[src/rtl/res_quant_packer_pkg.sv]
// -----------------------------------------------------------------------------
// res_quant_packer_pkg
// Shared definitions for the result requantise/pack slice:
//   state_t     - burst sequencer states
//   bw()        - bits needed to hold the value n (never less than 1)
//   pack_beats()- input beats that fill one packed output word
//   SAT_W       - width of the saturated-lane counter
// -----------------------------------------------------------------------------
package res_quant_packer_pkg;

    typedef enum logic [1:0] {
        IDLE = 2'd0,
        RUN  = 2'd1,
        DONE = 2'd2
    } state_t;

    localparam int SAT_W = 32;

    // Bits required to represent the unsigned value n; at least one bit.
    function automatic int bw(input int n);
        return (n < 1) ? 1 : $clog2(n + 1);
    endfunction

    // Number of LANES-wide quantised beats packed into one OUT_W word.
    function automatic int pack_beats(input int out_w, input int lanes, input int data_w);
        return out_w / (lanes * data_w);
    endfunction

endpackage

[src/rtl/res_quant_packer_if.sv]
// -----------------------------------------------------------------------------
// res_quant_packer_if
// Streaming bus of the packer: an input beat channel (in_valid/in_ready/in_data,
// LANES lanes of RES_W bits, lane i at [i*RES_W +: RES_W]) and a packed output
// channel (out_valid/out_ready/out_data/out_last).
//   master - producer of input beats / consumer of packed words
//   slave  - the packer itself
// -----------------------------------------------------------------------------
interface res_quant_packer_if #(
    parameter int LANES = 4,
    parameter int RES_W = 32,
    parameter int OUT_W = 256
);
    logic                     in_valid;
    logic                     in_ready;
    logic [LANES*RES_W-1:0]   in_data;
    logic                     out_valid;
    logic                     out_ready;
    logic [OUT_W-1:0]         out_data;
    logic                     out_last;

    modport master (
        output in_valid, in_data, out_ready,
        input  in_ready, out_valid, out_data, out_last
    );

    modport slave (
        input  in_valid, in_data, out_ready,
        output in_ready, out_valid, out_data, out_last
    );
endinterface

[src/rtl/res_quant_packer_quant_lane.sv]
// -----------------------------------------------------------------------------
// quant_lane
// Combinational requantiser for one lane: arithmetic right shift with
// round-half-up, then saturation to a signed DATA_W result.
//   x     in  RES_W   two's-complement accumulator value
//   shift in  SHIFT_W right-shift amount (already clamped to RES_W-1)
//   q     out DATA_W  quantised value
//   sat   out 1       high when q was clipped
// -----------------------------------------------------------------------------
module quant_lane #(
    parameter int RES_W   = 32,
    parameter int DATA_W  = 8,
    parameter int SHIFT_W = 6
) (
    input  logic [RES_W-1:0]   x,
    input  logic [SHIFT_W-1:0] shift,
    output logic [DATA_W-1:0]  q,
    output logic               sat
);

    logic [RES_W:0]        rnd_s;
    logic [RES_W:0]        sum_s;
    logic signed [RES_W:0] r_s;
    logic                  pos_ovf_s;
    logic                  neg_ovf_s;

    // Round, shift and clip; one extra bit keeps x + rounding term from wrapping.
    always_comb begin
        rnd_s     = {(RES_W+1){1'b0}};
        sum_s     = {(RES_W+1){1'b0}};
        r_s       = {(RES_W+1){1'b0}};
        pos_ovf_s = 1'b0;
        neg_ovf_s = 1'b0;
        q         = {DATA_W{1'b0}};
        sat       = 1'b0;

        if (shift != {SHIFT_W{1'b0}}) begin
            rnd_s = {{RES_W{1'b0}}, 1'b1} << (shift - {{(SHIFT_W-1){1'b0}}, 1'b1});
        end else begin
            rnd_s = {(RES_W+1){1'b0}};
        end

        sum_s = {x[RES_W-1], x} + rnd_s;
        r_s   = $signed(sum_s) >>> shift;

        // Result fits only if every bit above the DATA_W sign bit matches the sign.
        pos_ovf_s = !r_s[RES_W] && (r_s[RES_W-1:DATA_W-1] != {(RES_W-DATA_W+1){1'b0}});
        neg_ovf_s =  r_s[RES_W] && (r_s[RES_W-1:DATA_W-1] != {(RES_W-DATA_W+1){1'b1}});

        if (pos_ovf_s) begin
            q   = {1'b0, {(DATA_W-1){1'b1}}};
            sat = 1'b1;
        end else if (neg_ovf_s) begin
            q   = {1'b1, {(DATA_W-1){1'b0}}};
            sat = 1'b1;
        end else begin
            q   = r_s[DATA_W-1:0];
            sat = 1'b0;
        end
    end

endmodule

[src/rtl/res_quant_packer.sv]
// -----------------------------------------------------------------------------
// res_quant_packer
// Requantises LANES-wide RES_W results to DATA_W, packs PACK accepted beats
// into one OUT_W word and emits burst_len words as a burst with out_last.
//   clk, rst   clock, synchronous active-low reset
//   start      one-cycle pulse in IDLE: latches shift (clamped) and burst_len
//   shift      arithmetic right-shift amount
//   burst_len  OUT_W words in the burst (0 -> done next cycle, no data)
//   bus        res_quant_packer_if.slave: input beats and packed words
//   done       one-cycle pulse after the final word handshake
//   sat_cnt    clipped-lane count for the current burst
// Optional feature macro: RES_QUANT_SAT_CNT_EN builds the sat_cnt counter;
// without it sat_cnt is tied to zero.
// -----------------------------------------------------------------------------
module res_quant_packer
    import res_quant_packer_pkg::*;
#(
    parameter int DATA_W  = 8,
    parameter int RES_W   = 32,
    parameter int LANES   = 4,
    parameter int OUT_W   = 256,
    parameter int BURST_W = 16,
    parameter int SHIFT_W = bw(RES_W)
) (
    input  logic               clk,
    input  logic               rst,
    input  logic               start,
    input  logic [SHIFT_W-1:0] shift,
    input  logic [BURST_W-1:0] burst_len,
    res_quant_packer_if.slave  bus,
    output logic               done,
    output logic [SAT_W-1:0]   sat_cnt
);

    localparam int BEAT_W = LANES * DATA_W;
    localparam int PACK   = pack_beats(OUT_W, LANES, DATA_W);
    localparam int BCNT_W = bw(PACK - 1);
    localparam int LEFT_W = BURST_W + bw(PACK);

    localparam logic [BCNT_W-1:0]  LAST_BEAT = BCNT_W'(PACK - 1);
    localparam logic [BCNT_W-1:0]  BCNT_ONE  = {{(BCNT_W-1){1'b0}}, 1'b1};
    localparam logic [LEFT_W-1:0]  LEFT_ONE  = {{(LEFT_W-1){1'b0}}, 1'b1};
    localparam logic [BURST_W-1:0] WORD_ONE  = {{(BURST_W-1){1'b0}}, 1'b1};
    localparam logic [SHIFT_W-1:0] SHIFT_MAX = SHIFT_W'(RES_W - 1);

    if (OUT_W % (LANES * DATA_W) != 0) begin : g_bad_cfg
        $error("OUT_W must be a multiple of LANES*DATA_W");
    end

    state_t             state_r;
    logic [SHIFT_W-1:0] shift_r;
    logic [BURST_W-1:0] burst_len_r;
    logic [BCNT_W-1:0]  beat_cnt_r;
    logic [BURST_W-1:0] word_cnt_r;
    logic [LEFT_W-1:0]  beats_left_r;
    logic [OUT_W-1:0]   pack_buf_r;
    logic [OUT_W-1:0]   out_data_r;
    logic               out_valid_r;
    logic               out_last_r;
    logic               done_r;

    logic               in_ready_s;
    logic               accept_s;
    logic               out_hs_s;
    logic [SHIFT_W-1:0] shift_clamp_s;
    logic [BURST_W-1:0] wc_next_s;
    logic [BEAT_W-1:0]  beat_s;
    logic [LANES-1:0]   sat_flags_s;
    logic [OUT_W-1:0]   word_s;

    for (genvar i = 0; i < LANES; i++) begin : g_lane
        quant_lane #(
            .RES_W   (RES_W),
            .DATA_W  (DATA_W),
            .SHIFT_W (SHIFT_W)
        ) u_quant_lane (
            .x     (bus.in_data[i*RES_W +: RES_W]),
            .shift (shift_r),
            .q     (beat_s[i*DATA_W +: DATA_W]),
            .sat   (sat_flags_s[i])
        );
    end

    // Handshake qualifiers; the final beat of a word stalls only while the
    // previous word is still pending and not being taken this cycle.
    always_comb begin
        in_ready_s = 1'b0;
        accept_s   = 1'b0;
        out_hs_s   = 1'b0;
        wc_next_s  = word_cnt_r;
        if ((state_r == RUN) && (beats_left_r != {LEFT_W{1'b0}}) &&
            !((beat_cnt_r == LAST_BEAT) && out_valid_r && !bus.out_ready)) begin
            in_ready_s = 1'b1;
        end else begin
            in_ready_s = 1'b0;
        end
        accept_s = bus.in_valid && in_ready_s;
        out_hs_s = out_valid_r && bus.out_ready;
        if (out_hs_s) begin
            wc_next_s = word_cnt_r + WORD_ONE;
        end else begin
            wc_next_s = word_cnt_r;
        end
    end

    // Clamp the requested shift and assemble the completed word.
    always_comb begin
        shift_clamp_s = shift;
        word_s        = pack_buf_r;
        if (shift > SHIFT_MAX) begin
            shift_clamp_s = SHIFT_MAX;
        end else begin
            shift_clamp_s = shift;
        end
        word_s[(PACK-1)*BEAT_W +: BEAT_W] = beat_s;
    end

    // Burst sequencer, packing datapath and registered outputs.
    always_ff @(posedge clk) begin
        if (!rst) begin
            state_r      <= IDLE;
            shift_r      <= {SHIFT_W{1'b0}};
            burst_len_r  <= {BURST_W{1'b0}};
            beat_cnt_r   <= {BCNT_W{1'b0}};
            word_cnt_r   <= {BURST_W{1'b0}};
            beats_left_r <= {LEFT_W{1'b0}};
            pack_buf_r   <= {OUT_W{1'b0}};
            out_data_r   <= {OUT_W{1'b0}};
            out_valid_r  <= 1'b0;
            out_last_r   <= 1'b0;
            done_r       <= 1'b0;
        end else begin
            case (state_r)
                IDLE: begin
                    done_r <= 1'b0;
                    if (start) begin
                        shift_r      <= shift_clamp_s;
                        burst_len_r  <= burst_len;
                        beat_cnt_r   <= {BCNT_W{1'b0}};
                        word_cnt_r   <= {BURST_W{1'b0}};
                        beats_left_r <= LEFT_W'(burst_len) * LEFT_W'(PACK);
                        out_last_r   <= 1'b0;
                        if (burst_len == {BURST_W{1'b0}}) begin
                            state_r <= DONE;
                            done_r  <= 1'b1;
                        end else begin
                            state_r <= RUN;
                        end
                    end
                end
                RUN: begin
                    if (out_hs_s) begin
                        word_cnt_r <= wc_next_s;
                    end
                    if (accept_s) begin
                        beats_left_r <= beats_left_r - LEFT_ONE;
                        if (beat_cnt_r == LAST_BEAT) begin
                            beat_cnt_r <= {BCNT_W{1'b0}};
                        end else begin
                            beat_cnt_r <= beat_cnt_r + BCNT_ONE;
                            pack_buf_r[int'(beat_cnt_r)*BEAT_W +: BEAT_W] <= beat_s;
                        end
                    end
                    // A new word may load in the same cycle the old one leaves.
                    if (accept_s && (beat_cnt_r == LAST_BEAT)) begin
                        out_data_r  <= word_s;
                        out_valid_r <= 1'b1;
                        out_last_r  <= (wc_next_s == (burst_len_r - WORD_ONE));
                    end else if (out_hs_s) begin
                        out_valid_r <= 1'b0;
                        out_last_r  <= 1'b0;
                    end
                    if (out_hs_s && out_last_r) begin
                        state_r <= DONE;
                        done_r  <= 1'b1;
                    end
                end
                DONE: begin
                    done_r  <= 1'b0;
                    state_r <= IDLE;
                end
                default: begin
                    done_r  <= 1'b0;
                    state_r <= IDLE;
                end
            endcase
        end
    end

    assign bus.in_ready  = in_ready_s;
    assign bus.out_valid = out_valid_r;
    assign bus.out_data  = out_data_r;
    assign bus.out_last  = out_last_r;
    assign done          = done_r;

`ifdef RES_QUANT_SAT_CNT_EN
    localparam int SUM_W = bw(LANES);

    logic [SAT_W-1:0] sat_cnt_r;
    logic [SUM_W-1:0] beat_sat_s;
    logic [SAT_W:0]   sat_sum_s;

    // Clipped lanes in the current beat, added with a carry bit for saturation.
    always_comb begin
        beat_sat_s = {SUM_W{1'b0}};
        for (int i = 0; i < LANES; i++) begin
            beat_sat_s = beat_sat_s + {{(SUM_W-1){1'b0}}, sat_flags_s[i]};
        end
        sat_sum_s = {1'b0, sat_cnt_r} + {{(SAT_W+1-SUM_W){1'b0}}, beat_sat_s};
    end

    // Per-burst clipped-lane counter, sticky at all-ones.
    always_ff @(posedge clk) begin
        if (!rst) begin
            sat_cnt_r <= {SAT_W{1'b0}};
        end else if ((state_r == IDLE) && start) begin
            sat_cnt_r <= {SAT_W{1'b0}};
        end else if (accept_s) begin
            sat_cnt_r <= sat_sum_s[SAT_W] ? {SAT_W{1'b1}} : sat_sum_s[SAT_W-1:0];
        end else begin
            sat_cnt_r <= sat_cnt_r;
        end
    end

    assign sat_cnt = sat_cnt_r;
`else
    logic unused_sat_s;
    assign unused_sat_s = ^sat_flags_s;
    assign sat_cnt      = {SAT_W{1'b0}};
`endif

endmodule

[src/flat_wrapper.sv]
// flat-port wrapper written by rule: the top's interface ports become plain ports
module res_quant_packer_flat import res_quant_packer_pkg::*;
#(
    parameter int DATA_W  = 8,
    parameter int RES_W   = 32,
    parameter int LANES   = 4,
    parameter int OUT_W   = 256,
    parameter int BURST_W = 16,
    parameter int SHIFT_W = bw(RES_W)
)
  (clk, rst, start, shift, burst_len, done, sat_cnt, bus_in_valid, bus_in_data, bus_out_ready, bus_in_ready, bus_out_valid, bus_out_data, bus_out_last);
  res_quant_packer_if #(.LANES(LANES), .RES_W(RES_W), .OUT_W(OUT_W)) bus_i ();
  input  logic clk;
  input  logic rst;
  input  logic start;
  input  logic [SHIFT_W-1:0] shift;
  input  logic [BURST_W-1:0] burst_len;
  output logic done;
  output logic [SAT_W-1:0] sat_cnt;
  input wire logic [$bits(bus_i.in_valid)-1:0] bus_in_valid;
  input wire logic [$bits(bus_i.in_data)-1:0] bus_in_data;
  input wire logic [$bits(bus_i.out_ready)-1:0] bus_out_ready;
  output wire logic [$bits(bus_i.in_ready)-1:0] bus_in_ready;
  output wire logic [$bits(bus_i.out_valid)-1:0] bus_out_valid;
  output wire logic [$bits(bus_i.out_data)-1:0] bus_out_data;
  output wire logic [$bits(bus_i.out_last)-1:0] bus_out_last;
  assign bus_i.in_valid = bus_in_valid;
  assign bus_i.in_data = bus_in_data;
  assign bus_i.out_ready = bus_out_ready;
  assign bus_in_ready = bus_i.in_ready;
  assign bus_out_valid = bus_i.out_valid;
  assign bus_out_data = bus_i.out_data;
  assign bus_out_last = bus_i.out_last;
  res_quant_packer #(.DATA_W(DATA_W), .RES_W(RES_W), .LANES(LANES), .OUT_W(OUT_W), .BURST_W(BURST_W), .SHIFT_W(SHIFT_W)) u_core (.clk(clk), .rst(rst), .start(start), .shift(shift), .burst_len(burst_len), .bus(bus_i), .done(done), .sat_cnt(sat_cnt));
endmodule
[config.mk]
export PLATFORM = sky130hd
export DESIGN_NAME = res_quant_packer_flat
export DESIGN_NICKNAME = d
export VERILOG_FILES = /design/src/rtl/res_quant_packer_pkg.sv /design/src/rtl/res_quant_packer_if.sv /design/src/rtl/res_quant_packer_quant_lane.sv /design/src/rtl/res_quant_packer.sv /design/src/flat_wrapper.sv
export SDC_FILE = /design/constraint.sdc
export NUM_CORES = 2
export LEC_CHECK = 0
export ABC_AREA = 1
export BUFFER_PORTS_ARGS = -buffer_cell sky130_fd_sc_hd__buf_2
export CAP_MARGIN = 20
export CORE_ASPECT_RATIO = 0.6
export CORE_UTILIZATION = 40
export CTS_BUF_LIST = sky130_fd_sc_hd__clkbuf_8 sky130_fd_sc_hd__clkbuf_16
export DETAILED_ROUTE_END_ITERATION = 8
export GPL_ROUTABILITY_DRIVEN = 0
export PLACE_DENSITY_LB_ADDON = 0.25
export RECOVER_POWER = 100
export REMOVE_ABC_BUFFERS = 1
export SETUP_SLACK_MARGIN = 0.1
export SLEW_MARGIN = 20
export SYNTH_ARGS = -nofsm -noshare
export SYNTH_HDL_FRONTEND = slang
export SYNTH_SLANG_ARGS = --single-unit
[constraint.sdc]
create_clock -name clk -period 11.84 [get_ports clk]
set_clock_uncertainty 0.2 [all_clocks]
set_input_delay 3.552 -clock clk [delete_from_list [all_inputs] [get_ports clk]]
set_output_delay 3.552 -clock clk [all_outputs]
set_load 0.01 [all_outputs]
==> impl_metrics.ini <==
[setup_path]
critPathKind = flop to flop
timing.critical_path.slowest_cell_delay_ns = 1.72
critPathMaxFanout = 68
worstSetupStartpointType = flop
cp_slowest_cell = sky130_fd_sc_hd__nor4_1
crit_required_ns = 12.15
endpoint_kind = flop
cp_data_arrival_time_ns = 10.19

[drt]
routed_wire_length_per_instance_um = 19.2
drt-pass1-iter-count = 8
drtIter0Drc = 6335
detail_route.vias_per_cell = 5.58
drcViolationCount = 0
dr_total_vias = 45053
routed_wirelength_um = 155000
final_antenna_net_count = 0

[timing]
rsz_0062_raised_after_global_routing = no
hold_ws_ns = 0.267
max_slew.worst_pin.slew_ns = 5.09
setup-tns-final_ns = 0
final-hold-violation-count = 0
drv_slew = 211
fmax_mhz = 101
fin_crit_sh = 0.835
timing.final.crit_period_ns = 9.88
setup_violations = 0
max_slew_margin = -2.39
post-route-worst-setup-slack_ns = 1.96

[run_status]
failed_checks = capacitance limit, slew limit
status = finished, violations left

[synthesis]
ys_warn_count = 0
post_synth_num_cell_types = 65
synth_area_leader_cell = sky130_fd_sc_hd__dfxtp_1
synth_commonest_cells = sky130_fd_sc_hd__nand2_1, sky130_fd_sc_hd__nand3_1, sky130_fd_sc_hd__nor2_1, sky130_fd_sc_hd__inv_1, sky130_fd_sc_hd__o21ai_0
count_of_flip_flops_with_a_built_in_enable_after_synthesis = 0
syn-mean-instance-area_um2 = 5.98
synth_area_leaders = sky130_fd_sc_hd__dfxtp_1, sky130_fd_sc_hd__nand2_1, sky130_fd_sc_hd__nand3_1
synthesis.instances = 6556
synthArstFlopShare = 0
synth_area_um2 = 39200
synthDominantCellAreaShare = 0.279
synth.yosys.seq_area_share = 0.279
post-synth-top-count-cell = sky130_fd_sc_hd__nand2_1
primary_ff_master_synth = sky130_fd_sc_hd__dfxtp_1
postSynthRegisterBits = 546

[clock_tree]
clock_sink_count = 546
clk_pin_slew_worst_paths_ns = 0.07
clock_insertion_delay_at_the_later_pin_of_the_skew_report_ns = 0.59
tritoncts.num_buffers = 46
cts-htree-levels = 2
tritoncts = built
clock_root_buffer = sky130_fd_sc_hd__clkbuf_16
cts_resized = 0
clockBufferDepth = 3
cts_hold_buf = 0
postCtsSetupBuffers = 0

[cells_and_area]
ff_latch_area_um2 = 10900
design.final.nets = 6995
stdcell_count = 8079
postLayoutCoreUtil = 0.445
flow.area_growth_from_synthesis_pct = 9.67
drive_gt1_frac = 0.0611
multi_input_comb_area_um2 = 24300
n_fill_cell = 10549
finalInstanceArea_um2 = 43000

[floorplan]
die_x_um = 406
floorplan.io_pins = 447
fp.dieArea_um2 = 99300
rows = 88
floorplan.core_area_um2 = 96600
chip_height_um = 244
start_util = 0.406

[placement]
place_ws_ns = 3.61
placed_cells_incl_taps = 7993
placed_cell_area_um2 = 41900
detailedPlacementHpwl_um = 116000
port_buffers = 414

[global_route]
grt_max_degree = 195
grt_first_pass_wirelength_um = 235000
grt_pass1_vias = 40218
grt_antenna_before_repair = 2
global_route.overflow_total = 0
grt_use_total = 0.300

[pwr]
power_leakage_nw = 21.6
vdd_drop_max_mv = 0.0919
power.total_mw = 4.89
power_per_cell_area_nw_per_um2 = 114

[job]
max-cap-violations = 3

[min_path]
holdCritPathClass = flop to flop
kinds of logic (layout without fill, tap and decap cells):
family | after synthesis | count (layout) | share of synthesized area
flops | 546 | 546 | 0.279
mux | 6 | 6 | 0.00153
simple gates | 3689 | 3689 | 0.412
fa+ha+maj | 104 | 104 | 0.0336
xor+xnor | 73 | 73 | 0.0163
buf+inv | 999 | 1185 | 0.102
compound gates | 1138 | 1138 | 0.156
other cells | 1 | 33 | 0.0000957
final cells by class:
class / count / area share
diodes: 1 / 0.0000582
clock buffers: 52 / 0.0287
clock inverters: 33 / 0.00722
inverters: 637 / 0.0561
multi-input cells: 5042 / 0.566
flip-flops and latches: 546 / 0.255
well taps: 1305 / 0.0380
repair buffers: 463 / 0.0494
power by group:
part           leakage (nW)  internal (mW)  switching [mW]
registers              4.41           1.86          0.0336
clock network         0.808          0.845           0.732
logic                  16.4          0.400            1.02
placed cells by master, fill, tap and decap left out, drive strengths merged, types with 48 or more instances in the layout:
master     n
nand4    110
nor2     895
ha       102
clkbuf   314
buf      201
dfxtp    546
xor2      48
nand2   1531
a21oi    385
nand3   1042
inv      642
o21ai    598
nor3      51
layer usage:
| layer | track usage | vias to the layer above | wire length [µm] |
|---|---|---|---|
| li1 | - | 21967 | - |
| met1 | 0.443 | 20655 | 71800 |
| met2 | 0.418 | 2215 | 61500 |
| met3 | 0.0959 | 216 | 19000 |
| met4 | 0.0609 | 0 | 3160 |
| met5 | 0 | - | 0 |
sequential cells by signal (all words and copies together) (netlist names):
name                  cells
u_core.shift_r            6
u_core.beats_left_r      20
u_core.word_cnt_r        16
u_core.beat_cnt_r         3
u_core.bus.out_valid      1
u_core.burst_len_r       16
u_core.done               1
u_core.bus.out_data     256
u_core.state_r            2
u_core.bus.out_last       1
u_core.pack_buf_r       224
path summary, 6_finish.rpt:
kind,from,end,slack (ns),cells after the start
max,u_core.shift_r[1]$_SDFFE_PN0P_,u_core.pack_buf_r[144]$_SDFFE_PN0P_,1.96,33
min,u_core.pack_buf_r[119]$_SDFFE_PN0P_,u_core.pack_buf_r[119]$_SDFFE_PN0P_,0.27,2
max reg2reg,u_core.shift_r[1]$_SDFFE_PN0P_,u_core.pack_buf_r[144]$_SDFFE_PN0P_,1.96,33
min reg2reg,u_core.pack_buf_r[119]$_SDFFE_PN0P_,u_core.pack_buf_r[119]$_SDFFE_PN0P_,0.27,2
critical path: cells and delay by family (launching register included):
kind	cells	cell delay (ns)
AOI/OAI and AO/OA	4	0.91
adders and majority gates	1	0.57
buffers and inverters	2	0.90
DFF	1	0.79
and+or+nand+nor	26	6.31
Power figures use the tool's default switching activity.
